<file path="config.mk">
export PLATFORM = sky130hd
export DESIGN_NAME = miss_fill_ctrl
export DESIGN_NICKNAME = d
export VERILOG_FILES = /design/src/rtl/miss_fill_pkg.sv /design/src/rtl/rd_ret_pipe.sv /design/src/rtl/miss_fill_ctrl.sv
export SDC_FILE = /design/constraint.sdc
export NUM_CORES = 1
export LEC_CHECK = 0
export CAP_MARGIN = 40
export CORE_MARGIN = 2
export CORE_UTILIZATION = 25
export DETAILED_ROUTE_END_ITERATION = 7
export GPL_ROUTABILITY_DRIVEN = 0
export SLEW_MARGIN = 20
export SYNTH_ARGS = -nofsm -noshare
export SYNTH_HDL_FRONTEND = slang
export SYNTH_SLANG_ARGS = --single-unit
</file>
<file path="constraint.sdc">
create_clock -name clk -period 3.97 [get_ports clk]
set_input_delay 0.397 -clock clk [delete_from_list [all_inputs] [get_ports clk]]
set_output_delay 0.397 -clock clk [all_outputs]
set_load 0.02 [all_outputs]
</file>
<file path="src/rtl/miss_fill_pkg.sv">
// ============================================================================
//  Module   : miss_fill_pkg
//  Brief    : Shared state encoding and address field layout for the
//             cache miss fill controller.
//  Revision : 1.0 - initial release
// ============================================================================
`default_nettype none

package miss_fill_pkg;

    localparam int c_TAG_W    = 8;
    localparam int c_IDX_W    = 5;
    localparam int c_WORD_W   = 2;

    localparam int c_TAG_LSB  = 8;
    localparam int c_IDX_LSB  = 3;
    localparam int c_WORD_LSB = 1;

    typedef enum logic [2:0] {
        IDLE  = 3'd0,
        WB    = 3'd1,
        RD    = 3'd2,
        DRAIN = 3'd3,
        DONE  = 3'd4
    } state_t;

endpackage

`default_nettype wire

</file>
<file path="src/rtl/rd_ret_pipe.sv">
// ============================================================================
//  Module   : rd_ret_pipe
//  Brief    : MEM_LAT-deep valid+word shift register tracking outstanding
//             memory reads until their data returns.
//  Revision : 1.0 - initial release
// ============================================================================
`default_nettype none

module rd_ret_pipe
    import miss_fill_pkg::*;
#(
    parameter int MEM_LAT = 2
)(
    input  logic                clk,
    input  logic                rst,
    input  logic                i_vld,
    input  logic [c_WORD_W-1:0] i_word,
    output logic                o_vld,
    output logic [c_WORD_W-1:0] o_word
);

    logic [MEM_LAT-1:0]  r_vld;
    logic [c_WORD_W-1:0] r_word [MEM_LAT];

    always_ff @(posedge clk or negedge rst) begin
        if (!rst) begin
            r_vld <= '0;
            for (int i = 0; i < MEM_LAT; i++) begin
                r_word[i] <= '0;
            end
        end else begin
            r_vld[0]  <= i_vld;
            r_word[0] <= i_word;
            for (int i = 1; i < MEM_LAT; i++) begin
                r_vld[i]  <= r_vld[i-1];
                r_word[i] <= r_word[i-1];
            end
        end
    end

    assign o_vld  = r_vld[MEM_LAT-1];
    assign o_word = r_word[MEM_LAT-1];

endmodule

`default_nettype wire

</file>
<file path="src/rtl/miss_fill_ctrl.sv">
// ============================================================================
//  Module   : miss_fill_ctrl
//  Brief    : Cache miss handler: optional 4-word writeback of a dirty victim,
//             then a 4-word line fill. Define MISS_FILL_CRIT_WORD_EN to start
//             the fill at the requested (critical) word.
//  Revision : 1.0 - initial release
// ============================================================================
`default_nettype none

module miss_fill_ctrl
    import miss_fill_pkg::*;
#(
    parameter int MEM_LAT = 2
)(
    input  logic        clk,
    input  logic        rst,
    input  logic        miss,
    input  logic        dirty,
    input  logic [15:0] addr,
    input  logic [7:0]  victim_tag,
    input  logic [15:0] cache_rdata,
    input  logic [15:0] mem_rdata,
    output logic [15:0] mem_addr,
    output logic        mem_rd,
    output logic        mem_wr,
    output logic [15:0] mem_wdata,
    output logic [1:0]  cache_word,
    output logic        cache_wr,
    output logic [15:0] cache_wdata,
    output logic        busy,
    output logic        fill_done
);

    state_t              r_state;
    logic [c_TAG_W-1:0]  r_tag;
    logic [c_TAG_W-1:0]  r_victim_tag;
    logic [c_IDX_W-1:0]  r_index;
    logic [c_WORD_W-1:0] r_crit;
    logic [c_WORD_W-1:0] r_word;
    logic [1:0]          r_beat;
    logic [1:0]          r_ret_cnt;
    logic                r_mem_rd;
    logic                r_mem_wr;
    logic                r_busy;
    logic                r_fill_done;

    logic                w_ret_vld;
    logic [c_WORD_W-1:0] w_ret_word;
    logic [c_WORD_W-1:0] w_start_word;
    logic                w_unused;

`ifdef MISS_FILL_CRIT_WORD_EN
    assign w_start_word = addr[c_WORD_LSB +: c_WORD_W];
`else
    assign w_start_word = '0;
`endif

    // Byte and word-select bits never reach the line address.
    assign w_unused = ^addr[c_IDX_LSB-1:0];

    always_ff @(posedge clk or negedge rst) begin
        if (!rst) begin
            r_state      <= IDLE;
            r_tag        <= '0;
            r_victim_tag <= '0;
            r_index      <= '0;
            r_crit       <= '0;
            r_word       <= '0;
            r_beat       <= '0;
            r_ret_cnt    <= '0;
            r_mem_rd     <= 1'b0;
            r_mem_wr     <= 1'b0;
            r_busy       <= 1'b0;
            r_fill_done  <= 1'b0;
        end else begin
            // Every return is the next of exactly four, so the counter wraps back to 0.
            if (w_ret_vld) begin
                r_ret_cnt <= r_ret_cnt + 2'd1;
            end
            case (r_state)
                IDLE: begin
                    if (miss) begin
                        r_tag        <= addr[c_TAG_LSB +: c_TAG_W];
                        r_index      <= addr[c_IDX_LSB +: c_IDX_W];
                        r_victim_tag <= victim_tag;
                        r_crit       <= w_start_word;
                        r_beat       <= '0;
                        r_busy       <= 1'b1;
                        if (dirty) begin
                            r_state  <= WB;
                            r_word   <= '0;
                            r_mem_wr <= 1'b1;
                        end else begin
                            r_state  <= RD;
                            r_word   <= w_start_word;
                            r_mem_rd <= 1'b1;
                        end
                    end
                end
                WB: begin
                    r_beat <= r_beat + 2'd1;
                    r_word <= r_word + 2'd1;
                    if (r_beat == 2'd3) begin
                        r_state  <= RD;
                        r_word   <= r_crit;
                        r_mem_wr <= 1'b0;
                        r_mem_rd <= 1'b1;
                    end
                end
                RD: begin
                    r_beat <= r_beat + 2'd1;
                    r_word <= r_word + 2'd1;
                    if (r_beat == 2'd3) begin
                        r_state  <= DRAIN;
                        r_mem_rd <= 1'b0;
                    end
                end
                DRAIN: begin
                    if (w_ret_vld && (r_ret_cnt == 2'd3)) begin
                        r_state     <= DONE;
                        r_fill_done <= 1'b1;
                    end
                end
                DONE: begin
                    r_state     <= IDLE;
                    r_fill_done <= 1'b0;
                    r_busy      <= 1'b0;
                end
                default: begin
                    r_state  <= IDLE;
                    r_mem_rd <= 1'b0;
                    r_mem_wr <= 1'b0;
                    r_busy   <= 1'b0;
                end
            endcase
        end
    end

    rd_ret_pipe #(
        .MEM_LAT (MEM_LAT)
    ) u_rd_ret_pipe (
        .clk    (clk),
        .rst    (rst),
        .i_vld  (r_mem_rd),
        .i_word (r_word),
        .o_vld  (w_ret_vld),
        .o_word (w_ret_word)
    );

    assign mem_addr    = {((r_state == WB) ? r_victim_tag : r_tag), r_index, r_word, 1'b0};
    assign mem_rd      = r_mem_rd;
    assign mem_wr      = r_mem_wr;
    assign mem_wdata   = cache_rdata;
    // Writeback reads the cache at the issuing word; fills write at the returning word.
    assign cache_word  = (r_state == WB) ? r_word : w_ret_word;
    assign cache_wr    = w_ret_vld;
    assign cache_wdata = mem_rdata;
    assign busy        = r_busy;
    assign fill_done   = r_fill_done;

endmodule

`default_nettype wire

</file>
; ---- Word-level counts from Yosys, hierarchy flattened
; Cells that the tools add are included.
[word_totals]
regBits = 40
latch_bits = 0
ramBits = 0
rom_bits = 0
elab_cells = 73
mem_count = 0
[classes]
add_sub_neg = 3
mul = 0
n_div = 0
n_lt_le_gt_ge = 0
n_eq_ne = 12
shifts = 0
muxes = 24
bitwise = 3
reduce_logical = 17
[op_table]
columns = operator, n
row1 = 3-bit two-way mux, 4
row2 = 2-bit inequality test (second input constant), 6
row3 = 3-bit case mux with 4 select lines, 1
row4 = 2-bit AND reduction, 5
row5 = 1-bit two-way mux, 8
row6 = 2-bit two-way mux, 4
row7 = 8-bit two-way mux, 1
row8 = 4-bit AND reduction, 2
row9 = 2-bit by 1-bit adder with 2-bit output (second input constant), 3
row10 = 3-bit by 2-bit equality test with 1-bit output (second input constant), 2
row11 = 2-bit case mux with 3 select lines, 1
row12 = 3-bit OR reduction, 2
row13 = 5-bit AND reduction, 1
row14 = 2-bit equality test (second input constant), 2
row15 = 1-bit case mux with 2 select lines, 2
row16 = 1-bit case mux with 4 select lines, 1
row17 = 2-bit case mux with 2 select lines, 1
row18 = 2-bit nonzero test, 2
row19 = 2-bit OR reduction, 2
row20 = 3-bit by 1-bit equality test with 1-bit output (second input constant), 1
row21 = 3-bit equality test (second input constant), 1
row22 = 3-bit zero test, 1
row23 = 1-bit inverter, 3
row24 = 1-bit case mux with 3 select lines, 1
row25 = 2 further kinds, 2

; ---- Depth between registers and ports, before layout
; Gate-level depths: netlist (run 1).
[depth]
word_depth = 4
depth_mapped = 6
depth_no_buf = 5

; ---- Hierarchy
; From an unflattened synthesis (run 1), not the netlist that was laid out.
[unflattened]
cells_unflattened = 157
hier_area_um2 = 2034.5
[by_module_without_submodules]
columns = module, instances, cells_per_inst, area_each_um2, seq_area_each_um2
row1 = miss_fill_ctrl, 1, 149, 1869.3, 850.8
row2 = rd_ret_pipe, 1, 8, 165.2, 150.1

; ---- Worst setup path before layout (run 1)
; Ideal clock, no wire load.
[synth_timing]
path_kind = register -> output
from = register r_state[2]
to = output cache_word[0]
arrival_ns = 1.341
setup_slack_ns = 2.232
stages_incl_launch_ff = 5
cell_sequence = dfrtp_1 inv_1 nand2_1 nor2_2 mux2_2
[synth_between]
elab_chain_cells = 2
[synth_rtl]
columns = element, line_no
row1 = from (decl), miss_fill_ctrl.sv:34  ; state_t r_state;
row2 = from (signal assigned), miss_fill_ctrl.sv:63  ; r_state <= IDLE;
row3 = from (signal assigned), miss_fill_ctrl.sv:90  ; r_state <= WB;
row4 = from (signal assigned), miss_fill_ctrl.sv:94  ; r_state <= RD;
row5 = 3-bit by 1-bit equality test with 1-bit output, miss_fill_ctrl.sv:155  ; assign cache_word = (r_state == WB) ? r_word : w_ret_word;
row6 = 2-bit two-way mux, miss_fill_ctrl.sv:155
row7 = to (decl), miss_fill_ctrl.sv:27  ; output logic [1:0] cache_word,
; No other way between the ends.

; ---- Worst setup path in the final report (run 1)
[layout_timing]
from = register r_state[2]
to = output mem_addr[11]
[layout_between]
elab_chain_cells = 2
[layout_rtl]
columns = element, line_no
row1 = 3-bit by 1-bit equality test with 1-bit output, miss_fill_ctrl.sv:150  ; assign mem_addr = {((r_state == WB) ? r_victim_tag : r_tag), r_index, r_word, 1'b0};
row2 = 8-bit two-way mux, miss_fill_ctrl.sv:150
row3 = to (decl), miss_fill_ctrl.sv:23  ; output logic [15:0] mem_addr,
; No other way between the ends.

==> results.sh, run 1 <==
export IMPL_vias_per_cell=4.397
export IMPL_startpoint_type="register"
export IMPL_worst_r2r_cell_count=4
export IMPL_wire_per_inst_um=13.60
export IMPL_syn2layout_area_growth_pct=21.93
export IMPL_use_met2=0.1518
export IMPL_antenna_found_initial=0
export IMPL_placed_cell_area_um2=2341
export IMPL_clk_transition_reported_paths_ns=0.08
export IMPL_drc=0
export IMPL_area_taken_by_flip_flops_and_latches_um2=1001
export IMPL_post_route_period_util=0.7766
export IMPL_grt_max_degree=24
export IMPL_rsz0062_at_grt="false"
export IMPL_cp_data_arrival_time_ns=2.69
export IMPL_ctsLongestPathBuffers=2
export IMPL_tightestPinTransition_ns=0.6565
export IMPL_floorplan_initialDensity=0.2600
export IMPL_grt_remaining_overflow=0
export IMPL_outcome="completed"
export IMPL_design_die_area_um2=8813
export IMPL_syn_mean_instance_area_um2=11.74
export IMPL_achievable_frequency_mhz=324.3
export IMPL_die_height_um=93.88
export IMPL_powerDensity_nw_per_um2=826.6
export IMPL_placed_cells_incl_taps=282
export IMPL_dpl_hpwl_mm=2.724
export IMPL_synth_area_um2=2019
export IMPL_worst_case_clock_skew_ns=0.009090
export IMPL_layout_drive_gt1_share=0.2181
export IMPL_cts_repair_timing_setup_buffer_count=0
export IMPL_cts_inserted_buffers=5
export IMPL_min_path_type="in -> async"
export IMPL_portion_of_netlist_area_occupied_by_mux_cells=0.1840
export IMPL_basic_gate_share_of_the_synthesized_area_counting_and_or_nand_and_nor_cells=0.07187
export IMPL_ys_flop_type="sky130_fd_sc_hd__dfrtp_1"
export IMPL_numPortBuffers=46
export IMPL_synthCells=172
export IMPL_detail_route_wirelength_mm=3.943
export IMPL_synth_compound_area_share=0.07745
export IMPL_globalRouteTotalUtil=0.09488
export IMPL_clkLatencyLatePin_ns=0.29
export IMPL_layout_nets=249
export IMPL_globalRouteMet1Util=0.1198
export IMPL_clockRootBuffer="sky130_fd_sc_hd__clkbuf_8"
export IMPL_firstDrtPassIters=4
export IMPL_synthDistinctLibCells=31
export IMPL_p_leak_nw=0.9984
export IMPL_rows=32
export IMPL_synth_enable_flop_cells=0
export IMPL_post_synthesis_xor_xnor_area_fraction=0.004337
export IMPL_grt_pass1_vias=1343
export IMPL_synth_adder_area_share=0.01239
export IMPL_finalSetupViolCount=0
export IMPL_slew_headroom=0.5623
export IMPL_cts_htree_levels=2
export IMPL_core_region_area_um2=7767
export IMPL_cap_viol_max_count=0
export IMPL_ys_seq_elements=40
export IMPL_crit_path_max_fanout=12
export IMPL_first_pass_grt_wire_length_mm=6.520
export IMPL_cts_repair_resized=0
export IMPL_fin_crit_period_ns=3.083
export IMPL_yosysSeqAreaShare=0.4957
export IMPL_hold_viol=0
export IMPL_fin_area_um2=2462
export IMPL_tritoncts="yes"
export IMPL_largest_family_of_logic_cells_by_synthesized_area="multiplexers"
export IMPL_timing_critical_path_to_type="output port"
export IMPL_final_max_slew_violation_count=0
export IMPL_diodes=0
export IMPL_async_flop_share=1.000
export IMPL_groute_layer_met3_usage=0.02889
export IMPL_multi_input_area_um2=710.7
export IMPL_ant_nets=0
export IMPL_required_time_reported_for_the_critical_path_endpoint_ns=3.57
export IMPL_num_vias=1275
export IMPL_power_total_mw=2.035
export IMPL_drt_iter0_markers=59
export IMPL_n_fill_cell=790
export IMPL_max_vdd_ir_drop_uv=326.6
export IMPL_synthesized_nets=234
export IMPL_cts_hold_buffers_added=0
export IMPL_final_setup_tns_ns=0
export IMPL_timing_worst_setup_path_type="reg -> out"
export IMPL_cts_sinks=40
export IMPL_die_width_um=93.88
export IMPL_number_of_top_level_pins=115
export IMPL_grt_busiest_layer="met2"
export IMPL_synth_yosys_warnings=0
export IMPL_finalNonFillerCells=290
==> cell families (layout without fill, tap and decap cells) <==
kind of cell	after synthesis	in the layout
xor gates and xnor gates	1	1
and+or+nand+nor	28	28
buffers and inverters	43	59
AOI/OAI and AO/OA	24	24
DFF	40	40
other	1	1
adders and majority gates	2	2
muxes	33	33
==> report_power, final <==
group          switching [mW]  leakage [nW]  internal [mW]
Combinational           0.406         0.463          0.513
Clock                   0.149        0.0614          0.206
Sequential              0.156         0.474          0.605
Total                   0.711         0.998           1.32
==> synthesized netlist by cell type, types with 2 or more instances <==
cell type	number	area (um2)
sky130_fd_sc_hd__nand2_1	6	22.52
sky130_fd_sc_hd__nand3_1	2	10.01
sky130_fd_sc_hd__dfrtp_1	40	1001
sky130_fd_sc_hd__nor3b_1	3	22.52
sky130_fd_sc_hd__nor3_1	3	15.01
sky130_fd_sc_hd__nand2b_1	3	18.77
sky130_fd_sc_hd__and3_1	2	12.51
sky130_fd_sc_hd__mux2_1	5	56.30
sky130_fd_sc_hd__a21o_1	2	15.01
sky130_fd_sc_hd__mux2_2	28	315.3
sky130_fd_sc_hd__inv_1	3	11.26
sky130_fd_sc_hd__a211oi_1	2	15.01
sky130_fd_sc_hd__a32o_1	2	20.02
sky130_fd_sc_hd__buf_6	2	22.52
sky130_fd_sc_hd__buf_2	3	15.01
sky130_fd_sc_hd__nor2_1	6	22.52
sky130_fd_sc_hd__ha_1	2	25.02
sky130_fd_sc_hd__o21ai_0	6	30.03
sky130_fd_sc_hd__a21oi_1	7	35.03
sky130_fd_sc_hd__buf_4	34	255.2
==> state kept, by name, indices dropped and copies added (netlist names) <==
register and flops:
r_word 2, u_rd_ret_pipe.o_word 2, fill_done 1, r_beat 2, r_ret_cnt 2, r_index 5
mem_wr 1, r_victim_tag 8, busy 1, mem_rd 1, u_rd_ret_pipe.r_word 2, u_rd_ret_pipe.r_vld 2
r_tag 8, r_state 3
==> area by class of cell <==
| type | instances | share of cell area |
|---|---|---|
| repair buffers | 48 | 0.1992 |
| inverters | 3 | 0.004573 |
| multi-input cells | 89 | 0.2886 |
| clock buffers | 6 | 0.03354 |
| clock inverters | 2 | 0.01575 |
| flip-flops and latches | 40 | 0.4065 |
| well taps | 102 | 0.05183 |
==> through the flow <==
| stage | hold slack (ns) | worst slack, ns | utilization |
|---|---|---|---|
| floorplan | 0.1014 | 2.232 | - |
| global placement | 0.3327 | 1.161 | 0.2978 |
| detailed placement | 0.3347 | 1.158 | 0.3014 |
| CTS | 0.07174 | 0.8154 | 0.3170 |
| global route | 0.08861 | 0.6928 | 0.3170 |
| finish | 0.06445 | 0.8867 | 0.3170 |
==> critical path, stage by stage (launching register included) <==
cell and delay, ns:
sky130_fd_sc_hd__dfrtp_1 0.53, sky130_fd_sc_hd__inv_1 0.28, sky130_fd_sc_hd__nand2_1 0.13, sky130_fd_sc_hd__nor2_2 0.51, sky130_fd_sc_hd__mux2_2 0.41, sky130_fd_sc_hd__clkdlybuf4s50_1 0.54
==> worst paths after layout <==
| check | startpoint | slack [ns] | end |
|---|---|---|---|
| worst max-delay path | r_state[2] | 0.89 | mem_addr[11] |
| worst min register to register | u_rd_ret_pipe.r_word[2] | 0.35 | u_rd_ret_pipe.o_word[0] |
| min in group clk | u_rd_ret_pipe.r_word[2] | 0.35 | u_rd_ret_pipe.o_word[0] |
| max in group asynchronous | rst | 3.42 | r_state[2] |
| worst min-delay path | rst | 0.06 | fill_done |
| worst max register to register | r_state[1] | 2.07 | r_index[2] |
==> per-layer routing <==
metal | part of all wire | routed length (um)
met1 | 0.45 | 1779
met2 | 0.47 | 1855
met3 | 0.066 | 261
met4 | 0.012 | 46
met5 | 0 | 0
==> placed cells by master, fill, tap and decap left out, types with 2 or more instances in the layout <==
cell | netlist | final
sky130_fd_sc_hd__o21ai_0 | 6 | 6
sky130_fd_sc_hd__a211oi_1 | 2 | 2
sky130_fd_sc_hd__inv_1 | 3 | 3
sky130_fd_sc_hd__dfrtp_1 | 40 | 40
sky130_fd_sc_hd__nor2_1 | 6 | 6
sky130_fd_sc_hd__and3_1 | 2 | 2
sky130_fd_sc_hd__nand3_1 | 2 | 2
sky130_fd_sc_hd__nor3_1 | 3 | 3
sky130_fd_sc_hd__nand2b_1 | 3 | 3
sky130_fd_sc_hd__nor3b_1 | 3 | 3
sky130_fd_sc_hd__a32o_1 | 2 | 2
sky130_fd_sc_hd__a21oi_1 | 7 | 7
sky130_fd_sc_hd__a21o_1 | 2 | 2
sky130_fd_sc_hd__nand2_1 | 6 | 6
sky130_fd_sc_hd__clkbuf_8 | 0 | 6
sky130_fd_sc_hd__mux2_2 | 28 | 28
sky130_fd_sc_hd__mux2_1 | 5 | 5
sky130_fd_sc_hd__clkdlybuf4s50_1 | 0 | 45
sky130_fd_sc_hd__ha_1 | 2 | 2
Power figures use the tool's default switching activity.
==> run 2: changes to the inputs <==
==> constraint.sdc (replaced) <==
create_clock -name clk -period 3.2 [get_ports clk]
set_input_delay 0.32 -clock clk [delete_from_list [all_inputs] [get_ports clk]]
set_output_delay 0.32 -clock clk [all_outputs]
set_load 0.02 [all_outputs]
==> run 2 against run 1 <==
Effect of this change:
- the flow now finishes with violations (hold timing)
- first-iteration DRC count down 54%
- register-to-register slack got worse by 0.77 ns
- setup slack got worse by 0.45 ns
- global-route usage decreased by 0.10 points
- critical path depth rose by 1
- largest cell class unchanged
==> results.sh, run 2 (synthesis results as in run 1) <==
export IMPL_clkLatencyLatePin_ns=0.29
export IMPL_fin_crit_period_ns=2.762
export IMPL_outcome="finished with violations"
export IMPL_ant_nets=0
export IMPL_achievable_frequency_mhz=362.1
export IMPL_share_comb_of_total_power=0.459
export IMPL_startpoint_type="register"
export IMPL_tritoncts="yes"
export IMPL_layout_nets=250
export IMPL_reg_largest_list="r_tag: 8 flops, r_victim_tag: 8 flops, r_index: 5 flops"
export IMPL_post_route_period_util=0.8631
export IMPL_worst_case_clock_skew_ns=0.005273
export IMPL_p_leak_nw=0.9975
export IMPL_die_height_um=93.88
export IMPL_core_region_area_um2=7767
export IMPL_final_setup_tns_ns=0
export IMPL_crit_path_max_fanout=12
export IMPL_clk_transition_reported_paths_ns=0.08
export IMPL_power_frac_seq=0.378
export IMPL_ctsLongestPathBuffers=2
export IMPL_r2r_end="r_index[2]"
export IMPL_drt_iter0_markers=27
export IMPL_final_max_slew_violation_count=0
export IMPL_floorplan_initialDensity=0.2600
export IMPL_wire_per_inst_um=13.48
export IMPL_cts_hold_buffers_added=0
export IMPL_violations="hold timing"
export IMPL_dpl_hpwl_mm=2.684
export IMPL_finalSetupViolCount=0
export IMPL_antenna_found_initial=0
export IMPL_p_switching_mw=0.8725
export IMPL_max_vdd_ir_drop_uv=383.3
export IMPL_tightestPinTransition_ns=0.6674
export IMPL_vias_per_cell=4.320
export IMPL_number_of_top_level_pins=115
export IMPL_timing_worst_setup_path_type="reg -> out"
export IMPL_rsz0062_at_grt="false"
export IMPL_cts_inserted_buffers=5
export IMPL_critPathBufInv=3
export IMPL_critical_path_depth=6
export IMPL_rrSetupSlack_ns=1.30
export IMPL_first_pass_grt_wire_length_mm=6.423
export IMPL_layout_cells_most_common_list="sky130_fd_sc_hd__clkdlybuf4s50_1 (45), sky130_fd_sc_hd__dfrtp_1 (40), sky130_fd_sc_hd__mux2_2 (28), sky130_fd_sc_hd__a21oi_1 (7)"
export IMPL_powerDensity_nw_per_um2=1016
export IMPL_cts_repair_resized=0
export IMPL_min_path_type="in -> async"
export IMPL_cts_htree_levels=2
export IMPL_worst_path_max_delay_cell="sky130_fd_sc_hd__clkdlybuf4s50_1"
export IMPL_drc=0
export IMPL_power_total_mw=2.496
export IMPL_cts_sinks=40
export IMPL_rows=32
export IMPL_cap_viol_max_count=0
export IMPL_globalRouteTotalUtil=0.09385
export IMPL_timing_critical_path_to_type="output port"
export IMPL_cellInternalPower_mw=1.624
export IMPL_cts_repair_timing_setup_buffer_count=0
export IMPL_grt_remaining_overflow=0
export IMPL_worst_r2r_cell_count=4
export IMPL_required_time_reported_for_the_critical_path_endpoint_ns=2.88
export IMPL_num_vias=1257
export IMPL_cp_data_arrival_time_ns=2.44
export IMPL_layout_drive_gt1_share=0.2169
export IMPL_detail_route_wirelength_mm=3.924
export IMPL_sw_frac_of_total=0.3495
export IMPL_hold_viol=2
export IMPL_grt_pass1_vias=1323
export IMPL_critical_path_startpoint="r_state[2]"
export IMPL_final_common_cell="sky130_fd_sc_hd__clkdlybuf4s50_1"
export IMPL_crit_path_cell_trace="inv_1, nand2_1, nor2_2, buf_4, mux2_2, clkdlybuf4s50_1"
export IMPL_firstDrtPassIters=4
export IMPL_grt_max_degree=24
export IMPL_slew_headroom=0.5551
export IMPL_r2r_start="r_state[1]"
export IMPL_n_fill_cell=795
export IMPL_die_width_um=93.88
export IMPL_diodes=0
export IMPL_numPortBuffers=46
export IMPL_crit_end="mem_addr[13]"
export IMPL_timing_hold_ws_ns=-0.0003538
export IMPL_slowest_delay_ns=0.54
export IMPL_clockRootBuffer="sky130_fd_sc_hd__clkbuf_8"
export IMPL_syn2layout_area_growth_pct=21.62
export IMPL_clockPowerShare=0.163
export IMPL_cell_class_contributing_the_biggest_share_of_worst_path_delay="buffers and inverters"
export IMPL_design_die_area_um2=8813
==> run 2: cell types whose count changed in the layout (fill, tap and decap cells not counted) <==
cell and delta:
sky130_fd_sc_hd__clkbuf_1 +1, sky130_fd_sc_hd__clkinv_4 -1, sky130_fd_sc_hd__clkinv_2 +1, sky130_fd_sc_hd__clkbuf_8 -1
sky130_fd_sc_hd__buf_4 +1
==> run 2: cell type report <==
cell class,instances,area (um2),share of cell area
Sequential cell,40,1001,0.4075
Inverter,3,11.26,0.004585
Clock buffer,6,72.57,0.02955
Tap cell,102,127.6,0.05196
Multi-Input combinational cell,89,710.7,0.2894
Timing Repair Buffer,49,498.0,0.2028
Clock inverter,2,35.03,0.01426
==> run 2: how the worst min path moves through the flow <==
stage / end / cells after the start / slack (ns) / startpoint
2_1_floorplan: busy / 0 / 0.02 / rst
3_3_place_gp: u_rd_ret_pipe.o_word[0] / 0 / 0.33 / u_rd_ret_pipe.r_word[2]
3_5_place_dp: fill_done / 1 / 0.33 / rst
4_1_cts: r_victim_tag[0] / 1 / 0.01 / rst
5_1_grt: u_rd_ret_pipe.r_vld[0] / 1 / 0.03 / rst
6_report: u_rd_ret_pipe.r_vld[0] / 1 / -0.0004 / rst
==> run 2: worst register-to-register path, stage by stage (launching register included) <==
cell	delay, ns
sky130_fd_sc_hd__dfrtp_1	0.63
sky130_fd_sc_hd__nor2_1	0.29
sky130_fd_sc_hd__and3_1	0.18
sky130_fd_sc_hd__buf_4	0.30
sky130_fd_sc_hd__mux2_2	0.39
==> run 2: through the flow <==
step,area (um2),util,setup slack (ns),instances
2_1_floorplan,2019,-,1.539,172
3_3_place_gp,2321,0.2988,0.7670,282
3_5_place_dp,2349,0.3024,0.7307,283
4_1_cts,2456,0.3162,0.3990,291
5_1_grt,2456,0.3162,0.2581,291
6_report,2456,0.3162,0.4380,291
==> run 2: power by group through the flow <==
stage	logic [mW]	registers (mW)	clock network [mW]
after floorplan	0.755	0.963	0
final	1.15	0.943	0.408
after global routing	1.25	0.987	0.459
after detailed placement	1.16	0.956	0
after CTS	1.17	0.947	0.431
after global placement	1.14	0.946	0
==> run 2: metal layers <==
layer	share of wire	track usage	vias to the layer above
met5	0	0	-
met4	0.014	0.03744	0
met3	0.073	0.03130	9
met2	0.46	0.1423	42
met1	0.46	0.1229	612
li1	-	-	594
==> run 3: changes to the inputs <==
--- a/config.mk
+++ b/config.mk
@@ -10,7 +10,9 @@
 export CORE_UTILIZATION = 25
 export DETAILED_ROUTE_END_ITERATION = 7
 export GPL_ROUTABILITY_DRIVEN = 0
+export SETUP_SLACK_MARGIN = 0.15
 export SLEW_MARGIN = 20
 export SYNTH_ARGS = -nofsm -noshare
 export SYNTH_HDL_FRONTEND = slang
+export SYNTH_HIERARCHICAL = 1
 export SYNTH_SLANG_ARGS = --single-unit
==> run 3 against run 2 <==
Effect of this change:
- the flow now finishes without violations
- synthesized cell count shrank 8.7%
- via count decreased by 9.0%
- fmax is 9.7% higher
- final cell count is 4.5% lower
- routed wire length fell by 5.5%
- critical path depth fell by 1
- largest power group unchanged
==> results.sh, run 3 <==
export IMPL_cp_data_arrival_time_ns=2.20
export IMPL_powerDensity_nw_per_um2=1015
export IMPL_die_height_um=94.21
export IMPL_tritoncts="yes"
export IMPL_worst_case_clock_skew_ns=0.007493
export IMPL_syn_mean_instance_area_um2=12.96
export IMPL_globalRouteTotalUtil=0.08594
export IMPL_cts_inserted_buffers=5
export IMPL_crit_path_max_fanout=7
export IMPL_rsz0062_at_grt="false"
export IMPL_vias_per_cell=4.115
export IMPL_placement_setup_worst_slack_ns=0.9559
export IMPL_startpoint_type="register"
export IMPL_setup_ws_ns=0.6815
export IMPL_final_max_slew_violation_count=0
export IMPL_reg_largest_list="r_tag: 8 flops, r_victim_tag: 8 flops, r_index: 5 flops"
export IMPL_dpl_hpwl_mm=2.540
export IMPL_timing_hold_ws_ns=0.3543
export IMPL_timing_critical_path_to_type="output port"
export IMPL_cap_viol_max_count=0
export IMPL_achievable_frequency_mhz=397.1
export IMPL_post_route_period_util=0.7870
export IMPL_wire_per_inst_um=13.34
export IMPL_fin_crit_period_ns=2.519
export IMPL_hold_viol=0
export IMPL_layout_drive_gt1_share=0.2784
export IMPL_synth_area_leaders="sky130_fd_sc_hd__dfrtp_1 (49%), sky130_fd_sc_hd__buf_4 (13%), sky130_fd_sc_hd__mux2_4 (13%)"
export IMPL_cts_sinks=40
export IMPL_grt_max_degree=24
export IMPL_synth_yosys_warnings=6
export IMPL_drt_iter0_markers=14
export IMPL_numPortBuffers=46
export IMPL_synthCells=157
export IMPL_layout_nets=237
export IMPL_p_leak_nw=1.061
export IMPL_clkLatencyLatePin_ns=0.29
export IMPL_first_pass_grt_wire_length_mm=5.975
export IMPL_grt_pass1_vias=1205
export IMPL_placed_cell_area_um2=2364
export IMPL_synthesized_nets=219
export IMPL_firstDrtPassIters=4
export IMPL_clk_transition_reported_paths_ns=0.08
export IMPL_syn2layout_area_growth_pct=22.14
export IMPL_clockRootBuffer="sky130_fd_sc_hd__clkbuf_8"
export IMPL_detail_route_wirelength_mm=3.708
export IMPL_ant_nets=0
export IMPL_max_vdd_ir_drop_uv=369.8
export IMPL_cts_repair_timing_setup_buffer_count=0
export IMPL_antenna_found_initial=0
export IMPL_tightestPinTransition_ns=0.5224
export IMPL_worst_path_max_delay_cell="sky130_fd_sc_hd__clkdlybuf4s50_1"
export IMPL_required_time_reported_for_the_critical_path_endpoint_ns=2.88
export IMPL_critPathBufInv=2
export IMPL_ys_seq_elements=40
export IMPL_grt_remaining_overflow=0
export IMPL_synth_top_area_frac=0.4920
export IMPL_finalNonFillerCells=278
export IMPL_diodes=0
export IMPL_final_common_cell="sky130_fd_sc_hd__clkdlybuf4s50_1"
export IMPL_crit_path_cell_trace="nand2b_1, nor2_2, buf_4, mux2_2, clkdlybuf4s50_1"
export IMPL_floorplan_initialDensity=0.2606
export IMPL_layout_cells_most_common_list="sky130_fd_sc_hd__clkdlybuf4s50_1 (45), sky130_fd_sc_hd__dfrtp_1 (40), sky130_fd_sc_hd__mux2_4 (18), sky130_fd_sc_hd__mux2_2 (15)"
export IMPL_synthMostInstantiatedCell="sky130_fd_sc_hd__dfrtp_1"
export IMPL_final_setup_tns_ns=0
export IMPL_outcome="completed"
export IMPL_rows=32
export IMPL_synth_commonest_cells="sky130_fd_sc_hd__dfrtp_1 (40), sky130_fd_sc_hd__buf_4 (36), sky130_fd_sc_hd__mux2_4 (18)"
export IMPL_core_region_area_um2=7807
export IMPL_finalSetupViolCount=0
export IMPL_async_flop_share=1.000
export IMPL_cts_repair_resized=0
export IMPL_yosysTopAreaCell="sky130_fd_sc_hd__dfrtp_1"
export IMPL_num_vias=1144
export IMPL_cell_class_contributing_the_biggest_share_of_worst_path_delay="buffers and inverters"
export IMPL_placed_cells_incl_taps=269
export IMPL_synthDistinctLibCells=29
export IMPL_die_width_um=94.21
export IMPL_slew_headroom=0.6487
export IMPL_min_path_type="reg -> reg"
export IMPL_ys_flop_type="sky130_fd_sc_hd__dfrtp_1"
export IMPL_design_die_area_um2=8876
export IMPL_yosysSeqAreaShare=0.4920
export IMPL_synth_enable_flop_cells=0
export IMPL_number_of_top_level_pins=115
export IMPL_slowest_delay_ns=0.54
export IMPL_timing_worst_setup_path_type="reg -> out"
export IMPL_cts_hold_buffers_added=1
export IMPL_drc=0
export IMPL_ctsLongestPathBuffers=2
export IMPL_cts_htree_levels=2
export IMPL_fin_area_um2=2485
export IMPL_synth_area_um2=2034
run 3: cell types whose count changed in the layout (fill, tap and decap cells not counted), sizes merged, moves of 3 or more:
cell / before / now
nor2: 7 / 3
nor3b: 3 / 0
a22o: 0 / 3
nand2: 6 / 2
nor3: 3 / 0
o21ai: 6 / 3
run 3: path summary, 6_finish.rpt:
check | start | depth (start not counted) | endpoint | slack, ns
max | r_state[1] | 5 | mem_addr[15] | 0.68
max in group asynchronous | rst | 3 | mem_rd | 2.20
max reg2reg | r_state[2] | 4 | r_tag[6] | 1.44
min | u_rd_ret_pipe/r_word[2] | 0 | u_rd_ret_pipe/o_word[0] | 0.35
min in group asynchronous | rst | 2 | r_index[3] | 0.52
min reg2reg | u_rd_ret_pipe/r_word[2] | 0 | u_rd_ret_pipe/o_word[0] | 0.35
run 3: area by class of cell:
class,count,area (um2)
fill,799,5323
multi-input combinational,75,718.2
sequential,40,1001
inverter,1,3.754
clock buffer,5,68.82
tap,102,127.6
clock inverter,3,42.54
timing repair buffer,52,523.0
run 3: worst reg2reg max path: stages, from the launching register on:
cell and delay, ns:
sky130_fd_sc_hd__dfrtp_1 0.48, sky130_fd_sc_hd__inv_1 0.23, sky130_fd_sc_hd__and3_1 0.18, sky130_fd_sc_hd__buf_4 0.37, sky130_fd_sc_hd__mux2_2 0.39
run 3: routing by layer:
metal	track usage	routed length [um]	vias to the layer above	part of all wire
met1	0.1154	1734	534	0.47
met5	0	0	-	0
li1	-	-	539	-
met2	0.1238	1565	51	0.42
met4	0.03382	75	0	0.020
met3	0.03291	333	20	0.090
run 3: through the flow:
step,util,power (mW)
2_1_floorplan,-,1.735
5_1_grt,0.3183,2.698
4_1_cts,0.3183,2.566
6_report,0.3183,2.523
3_5_place_dp,0.3027,2.128
3_3_place_gp,0.2992,2.107
run 3: cells by family (layout without fill, tap and decap cells):
group / after synthesis / count (layout) / share of synthesized area
multiplexers: 34 / 34 / 0.2208
AO/OA/AOI/OAI: 18 / 18 / 0.05904
buffers and inverters: 42 / 61 / 0.1550
other: 1 / 1 / 0.001843
AND/OR/NAND/NOR: 18 / 18 / 0.05043
adder cells (fa/ha/maj): 2 / 2 / 0.01230
flip-flops: 40 / 40 / 0.4920
XOR/XNOR: 2 / 2 / 0.008612
run 3: power by group:
group / internal, mW / switching (mW) / leakage [nW] / total, mW
registers: 0.752 / 0.142 / 0.481 / 0.894
logic: 0.703 / 0.513 / 0.527 / 1.22
clock network: 0.231 / 0.182 / 0.0541 / 0.413
total: 1.69 / 0.837 / 1.06 / 2.52
